$ cat src/rtl/if_fetch_unit.sv
// Instruction-fetch unit: PC, req/ack instruction-memory port and the IF/ID output slot.
// Define FETCH_SKID_EN to add a one-entry skid buffer behind the slot (1 instr/cycle).
module if_fetch_unit #(
  parameter int unsigned           BIT_NUMBER = 32,
  parameter logic [BIT_NUMBER-1:0] RESET_PC   = '0
) (
  input  logic                  clk,
  input  logic                  rst_n,
  input  logic                  freeze,
  input  logic                  branch_taken,
  input  logic [BIT_NUMBER-1:0] branch_addr,
  output logic                  imem_req,
  output logic [BIT_NUMBER-1:0] imem_addr,
  input  logic                  imem_ack,
  input  logic [BIT_NUMBER-1:0] imem_rdata,
  output logic                  if_valid,
  output logic [BIT_NUMBER-1:0] pc_out,
  output logic [BIT_NUMBER-1:0] instruction_out
);

  localparam logic [BIT_NUMBER-1:0] PcStep = BIT_NUMBER'(4);

  logic [BIT_NUMBER-1:0] pc_q, pc_d;
  logic                  req_q, req_d;
  logic [BIT_NUMBER-1:0] addr_q, addr_d;
  logic                  discard_q, discard_d;
  logic                  valid_q, valid_d;
  logic [BIT_NUMBER-1:0] slot_pc_q, slot_pc_d;
  logic [BIT_NUMBER-1:0] slot_instr_q, slot_instr_d;
`ifdef FETCH_SKID_EN
  logic                  skid_valid_q, skid_valid_d;
  logic [BIT_NUMBER-1:0] skid_pc_q, skid_pc_d;
  logic [BIT_NUMBER-1:0] skid_instr_q, skid_instr_d;
`endif

  logic                  ack_ok;
  logic                  consume;
  logic                  req_open;
  logic                  occ_full;
  logic [BIT_NUMBER-1:0] ack_pc;

  always_comb begin
    pc_d         = pc_q;
    req_d        = req_q;
    addr_d       = addr_q;
    discard_d    = discard_q;
    valid_d      = valid_q;
    slot_pc_d    = slot_pc_q;
    slot_instr_d = slot_instr_q;
`ifdef FETCH_SKID_EN
    skid_valid_d = skid_valid_q;
    skid_pc_d    = skid_pc_q;
    skid_instr_d = skid_instr_q;
`endif
    occ_full = 1'b0;
    ack_ok   = req_q && imem_ack && !discard_q;
    consume  = valid_q && !freeze;
    req_open = req_q && !imem_ack;
    ack_pc   = addr_q + PcStep;

    // Any ack closes the open request; a discarded one also ends the discard window.
    if (req_q && imem_ack) begin
      req_d     = 1'b0;
      discard_d = 1'b0;
    end

    if (branch_taken) begin
      valid_d = 1'b0;
`ifdef FETCH_SKID_EN
      skid_valid_d = 1'b0;
`endif
      pc_d = branch_addr;
      if (req_open) begin
        discard_d = 1'b1;
      end else begin
        req_d  = 1'b1;
        addr_d = branch_addr;
        pc_d   = branch_addr + PcStep;
      end
    end else begin
`ifdef FETCH_SKID_EN
      if (consume) begin
        if (skid_valid_q) begin
          slot_pc_d    = skid_pc_q;
          slot_instr_d = skid_instr_q;
          skid_valid_d = ack_ok;
          if (ack_ok) begin
            skid_pc_d    = ack_pc;
            skid_instr_d = imem_rdata;
          end
        end else if (ack_ok) begin
          slot_pc_d    = ack_pc;
          slot_instr_d = imem_rdata;
        end else begin
          valid_d = 1'b0;
        end
      end else if (ack_ok) begin
        if (valid_q) begin
          skid_valid_d = 1'b1;
          skid_pc_d    = ack_pc;
          skid_instr_d = imem_rdata;
        end else begin
          valid_d      = 1'b1;
          slot_pc_d    = ack_pc;
          slot_instr_d = imem_rdata;
        end
      end
      // Skid only fills behind a full slot, so an empty skid means occupancy <= 1.
      occ_full = skid_valid_d;
`else
      if (ack_ok) begin
        valid_d      = 1'b1;
        slot_pc_d    = ack_pc;
        slot_instr_d = imem_rdata;
      end else if (consume) begin
        valid_d = 1'b0;
      end
      occ_full = valid_d;
`endif
      if (!req_open && !occ_full) begin
        req_d  = 1'b1;
        addr_d = pc_q;
        pc_d   = pc_q + PcStep;
      end
    end
  end

  always_ff @(posedge clk or negedge rst_n) begin
    if (!rst_n) begin
      pc_q         <= RESET_PC;
      req_q        <= 1'b0;
      addr_q       <= '0;
      discard_q    <= 1'b0;
      valid_q      <= 1'b0;
      slot_pc_q    <= '0;
      slot_instr_q <= '0;
`ifdef FETCH_SKID_EN
      skid_valid_q <= 1'b0;
      skid_pc_q    <= '0;
      skid_instr_q <= '0;
`endif
    end else begin
      pc_q         <= pc_d;
      req_q        <= req_d;
      addr_q       <= addr_d;
      discard_q    <= discard_d;
      valid_q      <= valid_d;
      slot_pc_q    <= slot_pc_d;
      slot_instr_q <= slot_instr_d;
`ifdef FETCH_SKID_EN
      skid_valid_q <= skid_valid_d;
      skid_pc_q    <= skid_pc_d;
      skid_instr_q <= skid_instr_d;
`endif
    end
  end

  assign imem_req        = req_q;
  assign imem_addr       = addr_q;
  assign if_valid        = valid_q;
  assign pc_out          = valid_q ? slot_pc_q : '0;
  assign instruction_out = valid_q ? slot_instr_q : '0;

endmodule

$ cat config.mk
export PLATFORM = sky130hd
export DESIGN_NAME = if_fetch_unit
export DESIGN_NICKNAME = d
export VERILOG_FILES = /design/src/rtl/if_fetch_unit.sv
export SDC_FILE = /design/constraint.sdc
export NUM_CORES = 1
export LEC_CHECK = 0
export ABC_CLOCK_PERIOD_IN_PS = 2500
export CAP_MARGIN = 30
export CORE_MARGIN = 5
export CORE_UTILIZATION = 30
export DETAILED_ROUTE_END_ITERATION = 8
export GPL_TIMING_DRIVEN = 0
export SYNTH_ARGS = -nofsm -noshare
export SYNTH_HDL_FRONTEND = slang
export SYNTH_SLANG_ARGS = --single-unit
$ cat constraint.sdc
create_clock -name clk -period 2.5 [get_ports clk]
set_input_delay 0.5 -clock clk [delete_from_list [all_inputs] [get_ports clk]]
set_output_delay 0.5 -clock clk [all_outputs]
set_load 0.1 [all_outputs]
After elaboration in Yosys (flattened, before gate mapping)
Index checks and enable logic that the tools add are counted.
- bits in registers: 131
- bits in latches: 0
- bits in writable memories: 0
- ROM bits: 0
- input bits: 69
- output and inout port bits: 98
- logic and storage cells: 44
- memories kept: 0
- $add $sub $neg: 3
- multipliers: 0
- divide/modulo/power cells: 0
- order comparisons: 0
- eq/ne operators: 1
- shift-type cells: 0
- multiplexer cells: 19
- bitwise operators: 1
- reductions and logical operators: 13
- operators by type and width (cell ; number):
    $mux 32 ; 8
    $add 32x3->32 const B ; 3
    $mux 1 ; 11
    $logic_and 1x1->1 ; 5
    $logic_not 1->1 ; 5
    $reduce_and 2->1 ; 2
    $ne 2x2->1 const B ; 1
    $reduce_bool 2->1 ; 1
    $not 1->1 ; 1

Logic depth before layout (Yosys ltp)
Gate-level depths: netlist of run 1.
- depth in word-level cells: 9
- gate-level depth with buffers: 8
- gate-level depth less buffers: 6

Least setup slack after synthesis of run 1
OpenSTA, ideal clock, no wires.
- path kind: register to output
- from: register valid_q (netlist: if_valid)
- to: output port instruction_out[0]
- arrival time: 2200 ps
- required time: 2000 ps
- slack: -200 ps
- stages on the path, launching flop included: 4
- buffers on the path: 2
- cell sequence: dfrtp_1 > clkbuf_1 > clkbuf_1 > and2_1
- word-level cells in the longest chain between the ends: 1
- ends and longest elaborated chain (what ; line ; RTL):
    start, declared ; 27 ; logic valid_q, valid_d;
    start signal, assigned ; 147 ; valid_q <= valid_d;
    $mux 32 ; 162 ; assign instruction_out = valid_q ? slot_instr_q : '0;
    end, declared ; 18 ; output logic [BIT_NUMBER-1:0] instruction_out
No other way between the ends.

Final worst setup path of run 1
- from: input port imem_ack
- to: register pc_q[30]
- word-level cells in the longest chain between the ends: 7
- elaborated cells between the ends (all ways): 12
- those cells by class: 4 x mux; 8 x reduce/logical
- ends and longest elaborated chain (what ; line ; RTL):
    start, declared ; 14 ; input logic imem_ack,
    $logic_and 1x1->1 (2 in a row) ; 56 ; ack_ok = req_q && imem_ack && !discard_q;
    $mux 1 ; 111 ; if (ack_ok) begin
    $mux 1 ; 67 ; if (branch_taken) begin
    $logic_not 1->1 ; 120 ; if (!req_open && !occ_full) begin
    $logic_and 1x1->1 ; 120 ;
    $reduce_bool 2->1 (no line) ; -- ;
    end signal, assigned ; 143 ; pc_q <= pc_d;
    end, declared ; 23 ; logic [BIT_NUMBER-1:0] pc_q, pc_d;
Several ways; a longest one is shown, not always the timed one. The select of a mux whose other input is x is not followed.
A chain may end at the register's enable or synchronous reset.

==> impl_metrics.yaml, run 1 <==
timing:
  max_clock_skew_ps: 7.44
  relSlewSlack_pct: 31.5
  slew_viol_final: 0
  peak_clock_frequency_supported_by_timing_mhz: 409
  worst-slew-pin-transition_ps: 1030
  period_share_pct: 97.8
  grt_setup_unrepaired: "false"
  setup_viol: 0
  post-route-min-period_ps: 2450
  hold_viol_final: 0
  fin_ws_ps: 54.6
  hold-worst-slack_ps: 463
drt:
  avgRoutedWirePerCell_um: 17.4
  drt-met1-wl_um: 10700
  detail_route.wirelength_um: 23800
  via_count: 6594
  routed_via_density: 4.83
  top_layer: "met4"
  postRouteAntennaNets: 0
  drc: 0
  wl_met2_um: 11200
  detailroute.wirelength.met3_um: 1570
  first_iteration_detailed_routing_drc_count: 464
  dr_pass1_iterations: 5
worst_setup_path:
  crit_arrival_ps: 2770
  maximum_fanout_encountered_on_the_critical_timing_path: 7
  startpoint_type: "input port"
  timing.setup.critical_path_class: "input port to flop"
  worst_ep_required_time_ps: 2820
  worst_setup_path_end_kind: "flop"
  r2r_setup_slack_ps: 300
outcome:
  status: "complete, no violations"
placed_design:
  port-buffer-count: 164
  place.gp.congestion: 0.895
  post-dp-hpwl_um: 18500
  placedCellCount: 1333
  pre_cts_ws_ps: -622
synth:
  top_area_cell_type_share_of_the_netlist_area_pct: 44.3
  number_of_flops_mapped_to_enable_cells_by_yosys: 0
  synth_area_um2: 7400
  synth_xor_area_share_pct: 8.05
  post-synth-top-area-cell: "sky130_fd_sc_hd__dfrtp_1"
  synthTopCellsByArea: "sky130_fd_sc_hd__dfrtp_1 (44%), sky130_fd_sc_hd__nand2_1 (10%), sky130_fd_sc_hd__mux2i_1 (6.2%)"
  multiplexer_share_of_the_synthesized_area_pct: 6.68
  synth_simple_gate_area_share_pct: 29.0
  ys_ff_latch: 131
  ys.flop_type: "sky130_fd_sc_hd__dfrtp_1"
  synth_fa_ha_area_share_pct: 0.507
  synth_top_family_by_area: "simple AND/OR/NAND/NOR gates"
  postSynthNetCount: 908
  synthArstFlopShare_pct: 100
  seq_area_frac_synth_pct: 44.3
  synth_compound_gate_area_share_pct: 8.08
  synth.avg_cell_area_um2: 8.85
  synthesized_instance_count: 836
  yosysUniqueCellTypes: 50
  ys.warnings.count: 0
layout:
  stdcell_count: 1366
  final_core_utilization_pct: 41.8
  final_common_cell: "sky130_fd_sc_hd__nand2_1"
  layout-drive-gt1-share_pct: 18.4
  syn2layout_area_growth_pct: 37.4
  final_cell_mix: "sky130_fd_sc_hd__nand2_1 (203), sky130_fd_sc_hd__dfrtp_1 (128), sky130_fd_sc_hd__clkdlybuf4s50_1 (73), sky130_fd_sc_hd__o21ai_0 (64), sky130_fd_sc_hd__buf_4 (62)"
  design.final.nets: 1101
  antennaDiodeCount: 0
global_routing:
  grt_pass1_wl_um: 38000
  grt_pass1_vias: 6609
  overflow: 0
  track_usage_pct: 17.0
  pin_count_of_the_biggest_net_entering_global_routing: 98
  grt_antenna_before_repair: 0
floorplanning:
  core_area_um2: 24300
  fp-row-count: 57
  die_width_um: 167
  die_area_um2: 27900
  floorplan.initialDensity_pct: 30.4
  die_height_um: 167
  ioPinCount: 167
power:
  power.total_mw: 8.44
  p_leak_nw: 4.51
  vdd.ir_drop.worst_uv: 483
  cellPowerDensity_nw_per_um2: 830
cts:
  clk_transition_reported_paths_ps: 60
  clkSinkCount: 131
  clockBufferDepth: 2
  h-tree-depth: 4
  skew_pair_late_insertion_delay_ps: 410
  cts_tree: "yes"
  numCtsBuffers: 17
  cts.root.buffer_cell: "sky130_fd_sc_hd__clkbuf_16"
run:
  drv_cap: 0
hold_path:
  min-delay-path-class: "flop to flop"
==> path summary, 6_finish.rpt <==
check,from,cells after the start,to
max,imem_ack,6,pc_q[30]
min,slot_pc_q[1],2,slot_pc_q[1]
max reg2reg,imem_req,6,pc_q[15]
min reg2reg,slot_pc_q[1],2,slot_pc_q[1]
max in group asynchronous,rst_n,3,imem_addr[7]
min in group asynchronous,rst_n,2,slot_instr_q[11]
==> report_power, final <==
| group | total (mW) | internal (mW) | switching (mW) |
|---|---|---|---|
| Clock | 2.37 | 1.49 | 0.886 |
| Sequential | 2.95 | 2.57 | 0.376 |
| Combinational | 3.12 | 0.895 | 2.23 |
==> sequential cells by signal (all words and copies together) (netlist names) <==
name	flops
slot_instr_q	32
if_valid	1
pc_q	32
slot_pc_q	32
imem_req	1
discard_q	1
imem_addr	32
==> synth_stat cells (all sizes together), types with 2 or more instances <==
library cell / n
a211oi: 4
a21o: 2
a21oi: 5
a22oi: 2
a31oi: 4
and2: 73
and3: 19
and4: 11
buf: 11
clkbuf: 40
dfrtp: 131
ha: 3
inv: 9
mux2: 3
mux2i: 46
nand2: 203
nand2b: 5
nand3: 31
nand4: 23
nor2: 14
nor2b: 2
nor3: 14
nor4: 20
nor4b: 2
o211ai: 2
o21ai: 64
o221ai: 3
o311ai: 3
o31a: 2
or3: 4
or4: 3
xnor2: 41
xor2: 27
==> routing by layer <==
layer,up-vias,global-route usage (%)
li1,3270,-
met1,3078,22.7
met2,221,27.9
met3,25,4.15
met4,0,4.41
met5,-,0
==> cell type report <==
cell class                 instances  area, um2
fill                            2451      14100
multi-input combinational        645       3950
sequential                       131       3280
timing repair buffer             174       1720
clock buffer                      26        469
tap                              324        405
buffer                            51        226
clock inverter                     6       80.1
inverter                           9       33.8
==> what timing repair did <==
action / in CTS / in global routing
hold buffers: 1 / 0
setup endpoints to repair: 91 / 41
resized for setup: 404 / 4
buffers inserted: 0 / 0
pin swaps: 0 / 0
endpoints found under the hold margin: 34 / 0
==> critical path, stage by stage <==
cell and delay, ps:
sky130_fd_sc_hd__clkdlybuf4s50_1 620, sky130_fd_sc_hd__nand2b_1 310, sky130_fd_sc_hd__nand3_1 410, sky130_fd_sc_hd__nor3_1 560
sky130_fd_sc_hd__a211oi_1 140, sky130_fd_sc_hd__a211oi_1 220
==> kinds of logic after synthesis <==
group,after synthesis
AND/OR/NAND/NOR,425
XOR/XNOR,68
buffers and inverters,60
AO/OA/AOI/OAI,100
multiplexers,49
adder cells (fa/ha/maj),3
flip-flops,131
==> metrics by stage <==
step / setup TNS (ps) / instance area, um2
after global routing: 0 / 10200
after floorplan: 0 / 7480
final: 0 / 10200
after CTS: 0 / 10200
after global placement: -642750 / 9530
after detailed placement: -55640 / 9780
No activity file was read; power rests on OpenSTA's default activity.
==> run 2, diff against run 1 <==
--- a/config.mk
+++ b/config.mk
@@ -9,8 +9,10 @@
 export CAP_MARGIN = 30
 export CORE_MARGIN = 5
 export CORE_UTILIZATION = 30
+export CTS_CLUSTER_DIAMETER = 150
 export DETAILED_ROUTE_END_ITERATION = 8
 export GPL_TIMING_DRIVEN = 0
+export HOLD_SLACK_MARGIN = 0.05
 export SYNTH_ARGS = -nofsm -noshare
 export SYNTH_HDL_FRONTEND = slang
 export SYNTH_SLANG_ARGS = --single-unit
==> results of run 2 <==
The final DEF is identical to that of run 1; final timing and power are the same.
==> run 3, diff against run 2 <==
--- a/config.mk
+++ b/config.mk
@@ -13,6 +13,7 @@
 export DETAILED_ROUTE_END_ITERATION = 8
 export GPL_TIMING_DRIVEN = 0
 export HOLD_SLACK_MARGIN = 0.05
+export SLEW_MARGIN = 20
 export SYNTH_ARGS = -nofsm -noshare
 export SYNTH_HDL_FRONTEND = slang
 export SYNTH_SLANG_ARGS = --single-unit
==> run 3 against run 2 <==
  * Clock skew fell by 2.3 ps
  * Non-clock buffer count is the same
  * Critical path depth stayed put
  * Largest cell class unchanged
  * Global-route usage hardly changed
  * Utilization grew 0.067 points
  * Final cell count barely moved
  * Via count hardly changed
  * Combinational power about the same
  * Clock-buffer cell count fell by 1
  * Setup slack better by 3.3 ps
  * Sequential cell count did not move
==> impl_metrics.yaml, run 3 (synthesis gave the netlist of run 1 again) <==
outcome:
  status: "complete, no violations"
drt:
  detailroute.wirelength.met3_um: 1400
  drt-met1-wl_um: 10900
  first_iteration_detailed_routing_drc_count: 510
  postRouteAntennaNets: 0
  drc: 0
  routed_via_density: 4.83
  wl_met2_um: 11100
  top_layer: "met4"
  avgRoutedWirePerCell_um: 17.4
  detail_route.wirelength_um: 23800
  via_count: 6593
  dr_pass1_iterations: 5
floorplanning:
  fp-row-count: 57
  die_height_um: 167
  die_area_um2: 27900
  core_area_um2: 24300
  die_width_um: 167
  floorplan.initialDensity_pct: 30.4
  ioPinCount: 167
power:
  power.internal_mw: 4.97
  cellPowerDensity_nw_per_um2: 831
  power.total_mw: 8.46
  power_switching_share_pct: 41.2
  power.clock.fraction_pct: 28.2
  p_leak_nw: 4.52
  switching_power_mw: 3.49
  comb_power_share_pct: 36.9
  seq_power_share_pct: 34.8
  vdd.ir_drop.worst_uv: 475
worst_setup_path:
  path_common_cell: "sky130_fd_sc_hd__a211oi_1"
  timing.setup.critical_path_class: "input port to flop"
  slowest_delay_ps: 610
  maximum_fanout_encountered_on_the_critical_timing_path: 7
  critical-path-slowest-cell: "sky130_fd_sc_hd__clkdlybuf4s50_1"
  worst_ep_required_time_ps: 2830
  crit_arrival_ps: 2770
  crit_path_cell_trace: "clkdlybuf4s50_1 -> nand2b_1 -> nand3_1 -> nor3_1 -> a211oi_1 -> a211oi_1"
  startpoint_type: "input port"
  worst_setup_path_end_kind: "flop"
timing:
  worst-slew-pin-transition_ps: 1050
  period_share_pct: 97.7
  relSlewSlack_pct: 30.5
  grt_setup_unrepaired: "false"
  hold_viol_final: 0
  max_clock_skew_ps: 5.12
  peak_clock_frequency_supported_by_timing_mhz: 409
  slew_viol_final: 0
  hold-worst-slack_ps: 463
  post-route-min-period_ps: 2440
  fin_ws_ps: 57.8
  setup_viol: 0
placed_design:
  pre_cts_ws_ps: -632
  post-dp-hpwl_um: 18500
  place.gp.congestion: 0.895
  port-buffer-count: 164
global_routing:
  grt_antenna_before_repair: 0
  grt_pass1_wl_um: 38000
  track_usage_pct: 17.1
  overflow: 0
  grt_pass1_vias: 6619
  pin_count_of_the_biggest_net_entering_global_routing: 98
cts:
  clockBufferDepth: 2
  cts_tree: "yes"
  cts.root.buffer_cell: "sky130_fd_sc_hd__clkbuf_16"
  clk_transition_reported_paths_ps: 60
  numCtsBuffers: 17
  h-tree-depth: 4
  clkSinkCount: 131
  skew_pair_late_insertion_delay_ps: 420
  cts.repair_timing.setup_buffer_count: 0
layout:
  antennaDiodeCount: 0
  layout-drive-gt1-share_pct: 18.4
  final_cell_mix: "sky130_fd_sc_hd__nand2_1 (203), sky130_fd_sc_hd__dfrtp_1 (128), sky130_fd_sc_hd__clkdlybuf4s50_1 (73), sky130_fd_sc_hd__o21ai_0 (64), sky130_fd_sc_hd__buf_4 (62)"
  design.final.nets: 1101
  syn2layout_area_growth_pct: 37.7
  final_common_cell: "sky130_fd_sc_hd__nand2_1"
  final.fill_count: 2462
hold_path:
  min-delay-path-class: "flop to flop"
run:
  drv_cap: 0
## run 3: cell types whose count changed in the layout (fill, tap and decap cells not counted), sizes merged
cell and delta:
clkbuf -1
## run 3: cell type report
| class | count | area, um2 | area share (%) |
|---|---|---|---|
| Multi-Input combinational cell | 645 | 3960 | 38.8 |
| Sequential cell | 131 | 3280 | 32.2 |
| Timing Repair Buffer | 174 | 1730 | 16.9 |
| Clock buffer | 25 | 475 | 4.67 |
| Tap cell | 324 | 405 | 3.98 |
| Buffer | 51 | 226 | 2.22 |
| Clock inverter | 6 | 80.1 | 0.786 |
| Inverter | 9 | 33.8 | 0.332 |
## run 3: final timing paths
check                        startpoint                to  slack, ps  cells past startpoint
hold / removal             slot_pc_q[1]      slot_pc_q[1]        460                      2
setup reg to reg               imem_req          pc_q[30]        310                      5
max in group asynchronous         rst_n      imem_addr[7]       1120                      3
setup / recovery               imem_ack          pc_q[30]         60                      6
min in group asynchronous         rst_n  slot_instr_q[11]        540                      2
hold reg to reg            slot_pc_q[1]      slot_pc_q[1]        460                      2
## run 3: through the flow
stage / instance area (um2) / util [%] / std cells / TNS, ps
6_report: 10200 / 41.9 / 1365 / 0
5_1_grt: 10200 / 41.9 / 1365 / 0
4_1_cts: 10200 / 41.8 / 1365 / 0
3_5_place_dp: 9780 / 40.2 / 1333 / -55280
3_3_place_gp: 9530 / 39.2 / 1324 / -642750
2_1_floorplan: 7480 / - / 836 / 0
## run 3: power by group through the flow
stage                     clock network (mW)  logic [mW]  registers (mW)
after detailed placement                   0        3.23            2.99
after floorplan                            0        1.44            3.65
after global placement                     0        3.02            2.97
final                                   2.39        3.12            2.95
after global routing                    2.54        3.31            3.01
after CTS                               2.44        3.15            2.95
## run 3: critical path: cells and delay by family
kind / cells / cell delay, ps
and+or+nand+nor: 3 / 1290
buffers and inverters: 1 / 610
AOI/OAI and AO/OA: 2 / 360
## run 3: what timing repair did
| action | CTS | global route |
|---|---|---|
| endpoints found under the hold margin | 34 | 0 |
| hold buffers | 1 | 0 |
| gates resized for setup | 403 | 6 |
| setup endpoints to repair | 91 | 51 |
## run 3: routing by layer
layer / global-route usage (%) / vias up
met1: 22.9 / 3088
met2: 27.7 / 212
li1: - / 3266
met5: 0 / -
met4: 4.55 / 0
met3: 3.98 / 27
